**src/rtl/rsc_decoder_if.sv**
```systemverilog
`default_nettype none
// ============================================================================
// Module      : rsc_decoder_if
// Description : Stream bundle for rsc_decoder. The master drives the received
//               systematic/parity pairs and the start pulse; the slave (the
//               decoder) returns the recovered bits and frame status.
// Ports       : data_ready, K, xk, zk            master -> slave
//               ck, ck_valid, busy, done,
//               err_cnt[CNT_W], frame_ok, state[3] slave -> master
// Revision    : 1.0  initial release
// ============================================================================
interface rsc_decoder_if #(
  parameter int CNT_W = 13
);
  logic             data_ready;
  logic             K;
  logic             xk;
  logic             zk;
  logic             ck;
  logic             ck_valid;
  logic             busy;
  logic             done;
  logic [CNT_W-1:0] err_cnt;
  logic             frame_ok;
  logic [2:0]       state;

  modport master (
    output data_ready, K, xk, zk,
    input  ck, ck_valid, busy, done, err_cnt, frame_ok, state
  );

  modport slave (
    input  data_ready, K, xk, zk,
    output ck, ck_valid, busy, done, err_cnt, frame_ok, state
  );
endinterface
`default_nettype wire

```
**src/rtl/rsc_decoder.sv**
```systemverilog
`default_nettype none
// ============================================================================
// Module      : rsc_decoder
// Description : Hard-decision checker for the 8-state LTE constituent RSC code
//               (g0=13, g1=15 octal, 3-pair trellis termination). Re-runs the
//               encoder trellis on the received systematic stream, forwards
//               the systematic bits as recovered information bits and counts
//               parity mismatches per block.
// Ports       : clk        rising-edge clock
//               aclr_n     asynchronous active-low reset
//               bus        rsc_decoder_if.slave (pairs in, bits/status out)
// Config      : RSC_DEC_TAIL_CHECK_EN - when defined, the 3 tail pairs are
//               checked and contribute to err_cnt; frame_ok also requires the
//               tracked state to terminate at zero.
// Revision    : 1.0  initial release
// ============================================================================
module rsc_decoder #(
  parameter int K_SMALL = 1056,
  parameter int K_LARGE = 6144,
  parameter int CNT_W   = 13
) (
  input  wire logic    clk,
  input  wire logic    aclr_n,
  rsc_decoder_if.slave bus
);

  typedef enum logic [1:0] {
    IDLE = 2'd0,
    DATA = 2'd1,
    TAIL = 2'd2,
    DONE = 2'd3
  } fsm_t;

  localparam logic [CNT_W-1:0] C_K_SMALL = CNT_W'(K_SMALL);
  localparam logic [CNT_W-1:0] C_K_LARGE = CNT_W'(K_LARGE);
  localparam logic [CNT_W-1:0] C_ONE     = CNT_W'(1);
  localparam logic [CNT_W-1:0] C_TAIL    = CNT_W'(3);

  fsm_t             r_fsm;
  logic             r_ksel;
  logic [CNT_W-1:0] r_cnt;
  logic [CNT_W-1:0] r_err_cnt;
  logic [2:0]       r_state;
  logic             r_ck;
  logic             r_ck_valid;
  logic             r_busy;
  logic             r_done;
  logic             r_frame_ok;

  logic [CNT_W-1:0] w_klen;
  logic [CNT_W-1:0] w_cnt_next;
  logic             w_fb;
  logic             w_s;
  logic             w_data_err;
  logic             w_p_tail;
  logic             w_tail_err;
  logic             w_tail_state_ok;
  logic [CNT_W-1:0] w_err_data_next;
  logic [CNT_W-1:0] w_err_tail_next;

  assign w_klen     = r_ksel ? C_K_LARGE : C_K_SMALL;
  assign w_cnt_next = r_cnt + C_ONE;

  // Trellis: state {q2,q1,q0}; feedback taps q1,q2 (g0), parity taps s,q0,q2 (g1).
  assign w_fb       = r_state[1] ^ r_state[2];
  assign w_s        = bus.xk ^ w_fb;
  assign w_data_err = bus.zk ^ (w_s ^ r_state[0] ^ r_state[2]);
  assign w_p_tail   = r_state[0] ^ r_state[2];

`ifdef RSC_DEC_TAIL_CHECK_EN
  // During termination the transmitted systematic bit equals the feedback,
  // so a clean tail drives the register to zero.
  assign w_tail_err      = (bus.xk ^ w_fb) | (bus.zk ^ w_p_tail);
  // State after this final shift is {q1,q0,0}.
  assign w_tail_state_ok = (r_state[1:0] == 2'b00);
`else
  assign w_tail_err      = 1'b0;
  assign w_tail_state_ok = 1'b1;
`endif

  assign w_err_data_next = r_err_cnt + {{(CNT_W-1){1'b0}}, w_data_err};
  assign w_err_tail_next = r_err_cnt + {{(CNT_W-1){1'b0}}, w_tail_err};

  always_ff @(posedge clk or negedge aclr_n) begin
    if (!aclr_n) begin
      r_fsm      <= IDLE;
      r_ksel     <= 1'b0;
      r_cnt      <= '0;
      r_err_cnt  <= '0;
      r_state    <= 3'b000;
      r_ck       <= 1'b0;
      r_ck_valid <= 1'b0;
      r_busy     <= 1'b0;
      r_done     <= 1'b0;
      r_frame_ok <= 1'b0;
    end else begin
      r_done <= 1'b0;
      if (bus.data_ready) begin
        // Start (or restart from any state): pair 0 is processed from the
        // all-zero state, where s = xk and expected parity = xk.
        r_fsm      <= DATA;
        r_ksel     <= bus.K;
        r_cnt      <= C_ONE;
        r_state    <= {2'b00, bus.xk};
        r_err_cnt  <= {{(CNT_W-1){1'b0}}, bus.xk ^ bus.zk};
        r_ck       <= bus.xk;
        r_ck_valid <= 1'b1;
        r_busy     <= 1'b1;
      end else begin
        case (r_fsm)
          IDLE: begin
            r_ck_valid <= 1'b0;
          end
          DATA: begin
            r_state    <= {r_state[1:0], w_s};
            r_err_cnt  <= w_err_data_next;
            r_ck       <= bus.xk;
            r_ck_valid <= 1'b1;
            r_cnt      <= w_cnt_next;
            if (w_cnt_next == w_klen) begin
              r_fsm <= TAIL;
            end
          end
          TAIL: begin
            r_state    <= {r_state[1:0], 1'b0};
            r_err_cnt  <= w_err_tail_next;
            r_ck_valid <= 1'b0;
            r_cnt      <= w_cnt_next;
            if (w_cnt_next == (w_klen + C_TAIL)) begin
              r_fsm      <= DONE;
              r_done     <= 1'b1;
              r_frame_ok <= (w_err_tail_next == '0) && w_tail_state_ok;
            end
          end
          DONE: begin
            r_fsm      <= IDLE;
            r_busy     <= 1'b0;
            r_ck_valid <= 1'b0;
          end
          default: begin
            r_fsm <= IDLE;
          end
        endcase
      end
    end
  end

  assign bus.ck       = r_ck;
  assign bus.ck_valid = r_ck_valid;
  // The start cycle is flagged busy before the first registered update.
  assign bus.busy     = r_busy | bus.data_ready;
  assign bus.done     = r_done;
  assign bus.err_cnt  = r_err_cnt;
  assign bus.frame_ok = r_frame_ok;
  assign bus.state    = r_state;

endmodule
`default_nettype wire

```
**src/flat_wrapper.sv**
```systemverilog
// flat-port wrapper written by rule: the top's interface ports become plain ports
module rsc_decoder_flat 
#(
  parameter int K_SMALL = 1056,
  parameter int K_LARGE = 6144,
  parameter int CNT_W   = 13
)
  (clk, aclr_n, bus_data_ready, bus_K, bus_xk, bus_zk, bus_ck, bus_ck_valid, bus_busy, bus_done, bus_err_cnt, bus_frame_ok, bus_state);
  rsc_decoder_if #(.CNT_W(CNT_W)) bus_i ();
  input  wire logic clk;
  input  wire logic aclr_n;
  input wire logic [$bits(bus_i.data_ready)-1:0] bus_data_ready;
  input wire logic [$bits(bus_i.K)-1:0] bus_K;
  input wire logic [$bits(bus_i.xk)-1:0] bus_xk;
  input wire logic [$bits(bus_i.zk)-1:0] bus_zk;
  output wire logic [$bits(bus_i.ck)-1:0] bus_ck;
  output wire logic [$bits(bus_i.ck_valid)-1:0] bus_ck_valid;
  output wire logic [$bits(bus_i.busy)-1:0] bus_busy;
  output wire logic [$bits(bus_i.done)-1:0] bus_done;
  output wire logic [$bits(bus_i.err_cnt)-1:0] bus_err_cnt;
  output wire logic [$bits(bus_i.frame_ok)-1:0] bus_frame_ok;
  output wire logic [$bits(bus_i.state)-1:0] bus_state;
  assign bus_i.data_ready = bus_data_ready;
  assign bus_i.K = bus_K;
  assign bus_i.xk = bus_xk;
  assign bus_i.zk = bus_zk;
  assign bus_ck = bus_i.ck;
  assign bus_ck_valid = bus_i.ck_valid;
  assign bus_busy = bus_i.busy;
  assign bus_done = bus_i.done;
  assign bus_err_cnt = bus_i.err_cnt;
  assign bus_frame_ok = bus_i.frame_ok;
  assign bus_state = bus_i.state;
  rsc_decoder #(.K_SMALL(K_SMALL), .K_LARGE(K_LARGE), .CNT_W(CNT_W)) u_core (.clk(clk), .aclr_n(aclr_n), .bus(bus_i));
endmodule
```
**config.mk**
```make
export PLATFORM = sky130hd
export DESIGN_NAME = rsc_decoder_flat
export DESIGN_NICKNAME = d
export VERILOG_FILES = /design/src/rtl/rsc_decoder_if.sv /design/src/rtl/rsc_decoder.sv /design/src/flat_wrapper.sv
export SDC_FILE = /design/constraint.sdc
export NUM_CORES = 1
export LEC_CHECK = 0
export CORE_ASPECT_RATIO = 1.25
export CORE_UTILIZATION = 55
export DETAILED_ROUTE_END_ITERATION = 6
export GPL_ROUTABILITY_DRIVEN = 0
export PLACE_DENSITY = 0.79
export SLEW_MARGIN = 5
export SYNTH_ARGS = -nofsm -noshare
export SYNTH_HDL_FRONTEND = slang
export SYNTH_SLANG_ARGS = --single-unit
```
**constraint.sdc**
```tcl
create_clock -name clk -period 4.1 [get_ports clk]
set_clock_uncertainty 0.15 [all_clocks]
set_input_delay 0.82 -clock clk [delete_from_list [all_inputs] [get_ports clk]]
set_output_delay 0.82 -clock clk [all_outputs]
set_load 0.05 [all_outputs]
```
==> run summary, run 1 <==
OUTCOME
---------------------------------------------------------------------------------
Result of the run .................................................. finished, final reports clean

CTS
---------------------------------------------------------------------------------
CTS tree ...........................................................        built
Setup Fix Bufs, Post-CTS ...........................................            0
Count of hold-fix buffers inserted at cts ..........................            0
Number of clock sinks seen by CTS ..................................           37
TritonCTS Buffers ..................................................            5
# resized after CTS ................................................            0
Clock latency on the worst-skew pair ...............................       300 ps
Clock root buffer .................................................. sky130_fd_sc_hd__clkbuf_8
Register clock-pin slew on the reported worst setup and hold paths .        80 ps
H-tree Lvls ........................................................            2
Clock Tree Buf Depth ...............................................            2

CELLS AND AREA
---------------------------------------------------------------------------------
Layout cells sized above 1 .........................................      0.09020
Most common cell after layout, fill and taps aside ................. sky130_fd_sc_hd__dfrtp_1
Finished Cell Area ................................................. 0.002515 mm^2
Layout Cells excl Fill .............................................          295
Highest-count cells in the layout ignoring fill and taps ........... sky130_fd_sc_hd__dfrtp_1, sky130_fd_sc_hd__nor2_1, sky130_fd_sc_hd__clkdlybuf4s50_1
Final-stage net count ..............................................          267
Growth of design area from synthesis to finish .....................       16.79%
Count of antenna diodes in the layout ..............................            0

ROUTE
---------------------------------------------------------------------------------
Average vias per placed instance ...................................        5.993
Total length of routed wires .......................................     4.296 mm
Via count ..........................................................        1,768
DRC Markers ........................................................            0
Number of iterations in the first detailed-routing pass ............            4
Number of DRC markers after the initial detailed-route iteration ...           83
Routed len/inst ....................................................     14.56 um
Final antenna-violating net count ..................................            0

SETUP PATH
---------------------------------------------------------------------------------
R2r setup slk ......................................................      1010 ps
Reg-to-Reg Start ................................................... u_core.r_cnt[0]
End point of the critical path ..................................... u_core.bus.frame_ok
Crit. Startpoint ................................................... u_core.r_cnt[0]
Largest stage delay on the critical path ...........................       530 ps
Critical path endpoint category ....................................     register
WP data arrival ....................................................      3120 ps
Worst setup SP type ................................................     register
CP cell instances .................................................. ha_1, nand4_1, or4_4, a211oi_2, mux2i_1, nor4_1, mux2_2
Reg2reg path depth .................................................            7
CP max-delay cell .................................................. sky130_fd_sc_hd__or4_4
Crit Reg-Reg Endpoint .............................................. u_core.bus.frame_ok
Worst Setup Path Type .............................................. register to register
Highest net fanout along the worst path ............................           11
Required time of the critical path .................................      4140 ps

FLOORPLANNING
---------------------------------------------------------------------------------
Row count ..........................................................           25
Placeable core area ................................................ 0.003754 mm^2
Die Height .........................................................     71.96 um
Effective utilization at floorplan .................................       0.5737
X dimension of the die .............................................     57.97 um
Boundary pin count .................................................           27
Floorplan die area ................................................. 0.004171 mm^2

GRT
---------------------------------------------------------------------------------
Maximum number of pins on one net before global-route repair .......           38
Global-route wire length before repair .............................     7.272 mm
Global route overflow ..............................................            0
Number of antenna violations at the first check in global routing ..            0
Number of global-route vias before repair ..........................        1,659
Overall fraction of global-route tracks in use .....................       0.2321

POWER
---------------------------------------------------------------------------------
Maximum VDD drop ...................................................  0.0002280 V
Power per unit of standard cell area ............................... 316.7 mW/mm^2
Static leakage .....................................................  0.001080 uW
Power after layout .................................................     796.4 uW

PLACE
---------------------------------------------------------------------------------
Final HPWL DP ......................................................     2.992 mm
Instance area after placement ...................................... 0.002432 mm^2
Buffers added on ports .............................................           26
Placed insts .......................................................          287

TIMING
---------------------------------------------------------------------------------
Top achievable clock speed .........................................    323.9 MHz
Setup-failing EPs final ............................................            0
Max-slew headroom at the worst pin .................................       0.4565
Setup repair after global routing missed its margin ................           no
Number of slew-limit violations in the final report ................            0
Min Tclk post-route ................................................      3087 ps
Post-route fraction of the period consumed by the critical path ....       0.7530
Worst slew pin tran ................................................     815.2 ps
Final-layout worst hold slack ......................................     366.7 ps
Setup_tns ..........................................................         0 ps
Hold Violations, Final .............................................            0

SYNTH
---------------------------------------------------------------------------------
Area of the mapped netlist ......................................... 0.002153 mm^2
Nets in the synthesized netlist ....................................          244
Post-Syn Area per Cell .............................................   9.322 um^2
Area share of the leading cell type in the synthesized netlist .....       0.4300
FF+latch count, synth ..............................................           37
Number of cells produced by synthesis ..............................          231
Count of unique library cells instantiated by Yosys ................           45
Warnings, synthesis ................................................            0
Portion of the post-synthesis area used by sequential elements .....       0.4300
Top cell type by total area after synthesis ........................ sky130_fd_sc_hd__dfrtp_1
Top post-synthesis cells by area ................................... sky130_fd_sc_hd__dfrtp_1, sky130_fd_sc_hd__xor2_1, sky130_fd_sc_hd__nor2_1

JOB
---------------------------------------------------------------------------------
Max-Cap Viols ......................................................            0

MIN PATH
---------------------------------------------------------------------------------
Classification of the worst-slack hold path ........................ register to register

-- critical path, delay by kind of cell, from the launching register on --
kind,cells,cell delay [ps]
AND/OR/NAND/NOR,3,1220
flip-flops,1,430
AO/OA/AOI/OAI,1,220
adder cells (fa/ha/maj),1,410
multiplexers,2,540
-- stage by stage --
step	setup slack (ps)	util
global route	849.1	0.6700
detailed placement	986.0	0.6480
global placement	1065	0.6480
floorplan	1603	-
CTS	1061	0.6700
finish	1013	0.6700
-- Yosys cell counts (all sizes together) --
cell	number
and3	6
nor2b	3
nor2	28
mux2	3
o21bai	1
inv	7
or4	3
buf	8
a211o	1
a31oi	2
nand4bb	1
nor4	6
o41ai	1
o31ai	1
and4	2
o21ai	6
nand2b	2
or2	2
a211oi	1
nand3b	1
mux2i	6
or3	7
nor3	5
xnor2	11
nand3	9
dfrtp	37
o32ai	1
o2111ai	1
a21oi	14
a21o	2
xor2	14
clkbuf	4
ha	7
nor3b	2
o22ai	2
and4b	1
nand4	5
a221oi	1
nand2	17
-- routing by layer --
layer  GRT usage  vias to the layer above  wire length [um]
li1            -                      857                 -
met4      0.1296                        0               104
met3     0.05704                       10               222
met2      0.3780                       43              2132
met1      0.2801                      858              1836
met5           0                        -                 0
-- registers in the layout, summed over array words and instances (netlist names) --
register	cells
u_core.bus.err_cnt	13
u_core.r_cnt	13
u_core.bus.state	3
u_core.r_fsm	2
u_core.bus.ck	1
u_core.bus.ck_valid	1
u_core.bus.done	1
u_core.bus.frame_ok	1
u_core.r_busy	1
u_core.r_ksel	1
-- kinds of logic after synthesis --
group / count (synthesis) / share of synthesized area
mux: 9 / 0.04358
buf+inv: 19 / 0.03602
flops: 37 / 0.4300
compound gates: 34 / 0.1011
simple gates: 100 / 0.2470
xor+xnor: 25 / 0.1017
fa+ha+maj: 7 / 0.04067
-- power by group --
part	internal, uW	switching, uW
clock	118	132
combinational	55.5	87.8
sequential	380	23.8
total	553	243
-- how the worst min path moves through the flow --
stage                     slack [ps]  cells after the start             to          start
after floorplan                  300                      1  u_core.r_busy  u_core.r_busy
after global placement           330                      1  u_core.r_busy  u_core.r_busy
after detailed placement         330                      1  u_core.r_busy  u_core.r_busy
after CTS                        360                      1  u_core.r_busy  u_core.r_busy
after global routing             380                      1  u_core.r_busy  u_core.r_busy
final                            370                      1  u_core.r_busy  u_core.r_busy
-- cell type report --
type / count / area, um^2
clock inverters: 2 / 10.01
fillers: 311 / 1239
clock buffers: 6 / 72.57
inverters: 7 / 26.28
flip-flops and latches: 37 / 925.9
well taps: 40 / 50.05
repair buffers: 28 / 280.3
multi-input cells: 175 / 1150
(Power assumes the default switching activity.)
==> inputs of run 2 (changes only) <==
--- a/config.mk
+++ b/config.mk
@@ -6,10 +6,10 @@
 export NUM_CORES = 1
 export LEC_CHECK = 0
 export CORE_ASPECT_RATIO = 1.25
-export CORE_UTILIZATION = 55
+export CORE_UTILIZATION = 50
 export DETAILED_ROUTE_END_ITERATION = 6
 export GPL_ROUTABILITY_DRIVEN = 0
-export PLACE_DENSITY = 0.79
+export PLACE_DENSITY = 0.76
 export SLEW_MARGIN = 5
 export SYNTH_ARGS = -nofsm -noshare
 export SYNTH_HDL_FRONTEND = slang
==> constraint.sdc (replaced) <==
create_clock -name clk -period 2.6 [get_ports clk]
set_clock_uncertainty 0.15 [all_clocks]
set_input_delay 0.52 -clock clk [delete_from_list [all_inputs] [get_ports clk]]
set_output_delay 0.52 -clock clk [all_outputs]
set_load 0.05 [all_outputs]
==> run 2 against run 1 <==
- sequential cell count unchanged
- cell area is 9.6% higher
- final cell count up 13%
- clock-buffer cell count increased by 1
- worst setup slack worse by 960 ps
- worst hold slack worse by 190 ps
- first-iteration DRC count down 29%
- core utilization up 0.22 points
- register-to-register slack worse by 960 ps
- critical path depth stayed put
- fmax increased by 21%
- total power is 68% higher
- largest cell class unchanged
==> run summary, run 2 (synthesis gave the netlist of run 1 again) <==
OUTCOME
---------------------------------------------------------------------------------
Result of the run .................................................. finished, final reports clean

CELLS AND AREA
---------------------------------------------------------------------------------
Growth of design area from synthesis to finish .....................       27.95%
Layout cells sized above 1 .........................................       0.1871
Most common cell after layout, fill and taps aside ................. sky130_fd_sc_hd__dfrtp_1
Highest-count cells in the layout ignoring fill and taps ........... sky130_fd_sc_hd__dfrtp_1, sky130_fd_sc_hd__nor2_1, sky130_fd_sc_hd__buf_4
Final-stage net count ..............................................          290
Count of antenna diodes in the layout ..............................            0

ROUTE
---------------------------------------------------------------------------------
DRC Markers ........................................................            0
Number of iterations in the first detailed-routing pass ............            5
Highest metal layer used by the detailed router ....................         met4
Wire length on met2 ................................................     2.354 mm
Detailed-route wire length on metal 1 ..............................     2.095 mm
Routed len/inst ....................................................     13.97 um
Final antenna-violating net count ..................................            0
Number of DRC markers after the initial detailed-route iteration ...           59
Average vias per placed instance ...................................        5.431
Via count ..........................................................        1,814
Routed wl met3 .....................................................       134 um
Total length of routed wires .......................................     4.667 mm

PLACE
---------------------------------------------------------------------------------
Buffers added on ports .............................................           26
Setup slack after placement ........................................    -191.1 ps
Final HPWL DP ......................................................     3.287 mm

SETUP PATH
---------------------------------------------------------------------------------
Required time of the critical path .................................      2650 ps
Crit Reg-Reg Endpoint .............................................. u_core.r_fsm[1]
Highest net fanout along the worst path ............................            3
WP data arrival ....................................................      2600 ps
R2r setup slk ......................................................        60 ps
Reg-to-Reg Start ................................................... u_core.r_cnt[1]
Critical path endpoint category ....................................     register
Reg2reg path depth .................................................            7
Worst Setup Path Type .............................................. register to register
Worst setup SP type ................................................     register

FLOORPLANNING
---------------------------------------------------------------------------------
Effective utilization at floorplan .................................       0.5253
Floorplan die area ................................................. 0.004575 mm^2
Row count ..........................................................           26
X dimension of the die .............................................     60.70 um
Placeable core area ................................................ 0.004099 mm^2
Die Height .........................................................     75.37 um
Boundary pin count .................................................           27

POWER
---------------------------------------------------------------------------------
Maximum VDD drop ...................................................  0.0004473 V
Power per unit of standard cell area ............................... 486.8 mW/mm^2
Static leakage .....................................................  0.001197 uW

JOB
---------------------------------------------------------------------------------
Max-Cap Viols ......................................................            0

TIMING
---------------------------------------------------------------------------------
Top achievable clock speed .........................................    393.1 MHz
Min Tclk post-route ................................................      2544 ps
Setup-failing EPs final ............................................            0
Number of slew-limit violations in the final report ................            0
Post-route fraction of the period consumed by the critical path ....       0.9784
Setup_tns ..........................................................         0 ps
Worst slew pin tran ................................................     836.1 ps
Max-slew headroom at the worst pin .................................       0.4426
Hold Violations, Final .............................................            0
Setup repair after global routing missed its margin ................          yes
Crit path setup slack, layout ......................................     56.27 ps

GRT
---------------------------------------------------------------------------------
Number of antenna violations at the first check in global routing ..            0
Overall fraction of global-route tracks in use .....................       0.2291
Number of global-route vias before repair ..........................        1,721
Global route overflow ..............................................            0
Maximum number of pins on one net before global-route repair .......           38
Global-route wire length before repair .............................     7.679 mm

CTS
---------------------------------------------------------------------------------
TritonCTS Buffers ..................................................            5
H-tree Lvls ........................................................            2
Count of hold-fix buffers inserted at cts ..........................            0
Number of clock sinks seen by CTS ..................................           37
CTS tree ...........................................................        built
Clock latency on the worst-skew pair ...............................       290 ps
Register clock-pin slew on the reported worst setup and hold paths .        80 ps
Clock Tree Buf Depth ...............................................            2
Clock root buffer .................................................. sky130_fd_sc_hd__clkbuf_8

MIN PATH
---------------------------------------------------------------------------------
Classification of the worst-slack hold path ........................ primary input to async pin

-- run 2: power breakdown --
part           switching, uW  internal (uW)
clock                    215            240
sequential              24.9            599
combinational            159            104
-- run 2: worst max-delay path by stage --
| stage | to | slack (ps) | start | cells past startpoint |
|---|---|---|---|---|
| after floorplan | u_core.r_fsm[1] | 100 | u_core.r_cnt[0] | 7 |
| after global placement | u_core.bus.err_cnt[12] | -90 | bus_xk | 10 |
| after detailed placement | u_core.bus.err_cnt[12] | -190 | bus_xk | 10 |
| after CTS | u_core.r_fsm[1] | 9 | u_core.r_cnt[1] | 8 |
| after global routing | u_core.r_fsm[1] | -7 | u_core.r_cnt[1] | 7 |
| final | u_core.r_fsm[1] | 60 | u_core.r_cnt[1] | 7 |
-- run 2: through the flow --
| stage | instance area, um^2 | total power [uW] | hold WS (ps) | utilization | instances |
|---|---|---|---|---|---|
| after floorplan | 2153 | 796.1 | 74.41 | - | 231 |
| after global placement | 2610 | 886.4 | 305.0 | 0.6368 | 324 |
| after detailed placement | 2610 | 895.8 | 318.5 | 0.6368 | 324 |
| after CTS | 2723 | 1349 | 203.4 | 0.6642 | 333 |
| after global routing | 2755 | 1402 | 246.8 | 0.6722 | 334 |
| final | 2755 | 1341 | 172.7 | 0.6722 | 334 |
-- run 2: repair_timing --
action | CTS | global route
gates resized for setup | 1 | 4
pin swaps | 3 | 3
setup buffers | 1 | 1
endpoints found under the setup margin | 1 | 2
-- run 2: final cells by class --
cell class / instances / area [um^2]
clock inverters: 1 / 5.005
fillers: 335 / 1344
clock buffers: 7 / 96.34
inverters: 7 / 26.28
well taps: 56 / 70.07
multi-input cells: 175 / 1179
flip-flops and latches: 37 / 925.9
repair buffers: 51 / 452.9
-- run 2: routing by layer --
metal | vias up | track usage
li1 | 904 | -
met1 | 866 | 0.2792
met2 | 36 | 0.4029
met3 | 8 | 0.04075
met4 | 0 | 0.08333
met5 | - | 0
-- run 2: critical path: stages, from the launching register on --
cell and delay [ps]:
sky130_fd_sc_hd__dfrtp_1 370, sky130_fd_sc_hd__ha_1 170, sky130_fd_sc_hd__nand4_1 150, sky130_fd_sc_hd__or4_4 520, sky130_fd_sc_hd__a211oi_2 200, sky130_fd_sc_hd__mux2i_2 130
sky130_fd_sc_hd__or4_4 510, sky130_fd_sc_hd__a221oi_2 250
==> inputs of run 3 (changes only) <==
--- a/config.mk
+++ b/config.mk
@@ -10,7 +10,6 @@
 export DETAILED_ROUTE_END_ITERATION = 6
 export GPL_ROUTABILITY_DRIVEN = 0
 export PLACE_DENSITY = 0.76
-export SLEW_MARGIN = 5
 export SYNTH_ARGS = -nofsm -noshare
 export SYNTH_HDL_FRONTEND = slang
 export SYNTH_SLANG_ARGS = --single-unit
==> constraint.sdc (replaced) <==
create_clock -name clk -period 2.6 [get_ports clk]
set_clock_uncertainty 0.15 [all_clocks]
set_input_delay 0.52 -clock clk [delete_from_list [all_inputs] [get_ports clk]]
set_output_delay 0.52 -clock clk [all_outputs]
set_load 0.005 [all_outputs]
==> run 3 against run 2 <==
- sequential power about the same
- sequential cell count unchanged
- critical path depth up 1
- worst setup slack better by 34 ps
- clock-buffer cell count unchanged
- via count down 0.72%
- clock power down 9.5%
- total power down 7.7%
- final cell count down 1.2%
- critical path type unchanged
- largest power group unchanged
==> run summary, run 3 (synthesis gave the netlist of run 1 again) <==
FLOORPLANNING
---------------------------------------------------------------------------------
Row count ..........................................................           26
Effective utilization at floorplan .................................       0.5253
Die Height .........................................................     75.37 um
X dimension of the die .............................................     60.70 um
Placeable core area ................................................ 0.004099 mm^2
Boundary pin count .................................................           27
Floorplan die area ................................................. 0.004575 mm^2

POWER
---------------------------------------------------------------------------------
Power per unit of standard cell area ............................... 454.5 mW/mm^2
Static leakage .....................................................  0.001168 uW
Maximum VDD drop ...................................................  0.0003172 V

PLACE
---------------------------------------------------------------------------------
Placed insts .......................................................          323
Buffers added on ports .............................................           26
Final HPWL DP ......................................................     3.305 mm

SETUP PATH
---------------------------------------------------------------------------------
Reg-to-Reg Start ................................................... u_core.r_cnt[0]
Highest net fanout along the worst path ............................           10
Worst setup SP type ................................................     register
R2r setup slk ......................................................        90 ps
Worst Setup Path Type .............................................. register to register
Crit Reg-Reg Endpoint .............................................. u_core.r_fsm[1]
Required time of the critical path .................................      2650 ps
Critical path endpoint category ....................................     register
Reg2reg path depth .................................................            8
WP data arrival ....................................................      2560 ps

MIN PATH
---------------------------------------------------------------------------------
Classification of the worst-slack hold path ........................ primary input to async pin

CTS
---------------------------------------------------------------------------------
Clock Tree Buf Depth ...............................................            2
Register clock-pin slew on the reported worst setup and hold paths .        70 ps
Setup Fix Bufs, Post-CTS ...........................................            0
TritonCTS Buffers ..................................................            5
Count of hold-fix buffers inserted at cts ..........................            0
Number of clock sinks seen by CTS ..................................           37
H-tree Lvls ........................................................            2
Clock latency on the worst-skew pair ...............................       290 ps
CTS tree ...........................................................        built
Clock root buffer .................................................. sky130_fd_sc_hd__clkbuf_8

CELLS AND AREA
---------------------------------------------------------------------------------
Layout cells sized above 1 .........................................       0.1825
Most common cell after layout, fill and taps aside ................. sky130_fd_sc_hd__dfrtp_1
Growth of design area from synthesis to finish .....................       26.44%
Count of antenna diodes in the layout ..............................            0
Layout Cells excl Fill .............................................          330
Highest-count cells in the layout ignoring fill and taps ........... sky130_fd_sc_hd__dfrtp_1, sky130_fd_sc_hd__nor2_1, sky130_fd_sc_hd__clkdlybuf4s50_1
Final-stage net count ..............................................          287

ROUTE
---------------------------------------------------------------------------------
Average vias per placed instance ...................................        5.458
Number of DRC markers after the initial detailed-route iteration ...          106
Routed len/inst ....................................................     14.35 um
Number of iterations in the first detailed-routing pass ............            4
DRC Markers ........................................................            0
Final antenna-violating net count ..................................            0
Via count ..........................................................        1,801
Total length of routed wires .......................................     4.735 mm

OUTCOME
---------------------------------------------------------------------------------
Result of the run .................................................. finished, final reports clean

GRT
---------------------------------------------------------------------------------
Number of global-route vias before repair ..........................        1,696
Overall fraction of global-route tracks in use .....................       0.2299
Global-route wire length before repair .............................     7.617 mm
Maximum number of pins on one net before global-route repair .......           38
Number of antenna violations at the first check in global routing ..            0
Global route overflow ..............................................            0

TIMING
---------------------------------------------------------------------------------
Worst slew pin tran ................................................     839.2 ps
Post-route fraction of the period consumed by the critical path ....       0.9653
Final-layout worst hold slack ......................................     171.8 ps
Top achievable clock speed .........................................    398.5 MHz
Setup-failing EPs final ............................................            0
Setup repair after global routing missed its margin ................           no
Min Tclk post-route ................................................      2510 ps
Number of slew-limit violations in the final report ................            0
Hold Violations, Final .............................................            0
Max-slew headroom at the worst pin .................................       0.4405

JOB
---------------------------------------------------------------------------------
Max-Cap Viols ......................................................            0

==> run 3: worst max path at each step <==
stage,end,slack (ps),from
after floorplan,u_core.r_fsm[1],100,u_core.r_cnt[0]
after global placement,u_core.bus.err_cnt[12],-90,bus_xk
final,u_core.r_fsm[1],90,u_core.r_cnt[0]
after global routing,u_core.r_fsm[1],20,u_core.r_cnt[0]
after CTS,u_core.r_fsm[1],30,u_core.r_cnt[0]
after detailed placement,u_core.bus.err_cnt[12],-180,bus_xk
==> run 3: layout make-up <==
class                           count  area [um^2]
Fill cell                         358         1376
Multi-Input combinational cell    175         1192
Sequential cell                    37        927.1
Timing Repair Buffer               48        420.4
Clock buffer                        7        86.33
Tap cell                           56        70.07
Inverter                            7        26.28
==> run 3: where the power goes <==
group	internal (uW)	total (uW)	leakage, uW	switching (uW)
Combinational	101	202	0.000640	101
Sequential	599	623	0.000484	24.6
Clock	211	412	0.0000443	201
==> run 3: timing repair <==
action	4_1_cts	5_1_grt
endpoints found under the hold margin	0	0
pin swaps	2	3
gates cloned	0	0
resized for setup	1	8
setup endpoints to repair	2	3
==> run 3: worst max-delay path: stages (launching register included) <==
cell and delay, ps:
sky130_fd_sc_hd__dfrtp_1 360, sky130_fd_sc_hd__ha_1 170, sky130_fd_sc_hd__buf_4 170, sky130_fd_sc_hd__and4_4 250, sky130_fd_sc_hd__nand2_1 100, sky130_fd_sc_hd__nor4_2 270
sky130_fd_sc_hd__o22ai_2 130, sky130_fd_sc_hd__or4_4 560, sky130_fd_sc_hd__a221oi_2 270
==> run 3: metrics by stage <==
stage | setup WS [ps] | TNS (ps) | instance area, um^2 | power (uW) | utilization
after floorplan | 103.4 | 0 | 2153 | 740.3 | -
after global placement | -92.24 | -146.0 | 2592 | 828.4 | 0.6325
after detailed placement | -175.5 | -743.5 | 2592 | 835.1 | 0.6325
after CTS | 27.07 | 0 | 2683 | 1243 | 0.6545
after global routing | 16.30 | 0 | 2723 | 1297 | 0.6642
final | 90.28 | 0 | 2723 | 1237 | 0.6642
==> run 3: layer usage <==
layer,wire (um),part of all wire,GRT usage,vias to the layer above
met2,2507,0.53,0.4151,33
met5,0,0,0,-
met3,181,0.038,0.04075,4
met4,42,0.0089,0.07576,0
met1,2003,0.42,0.2740,870
li1,-,-,-,894
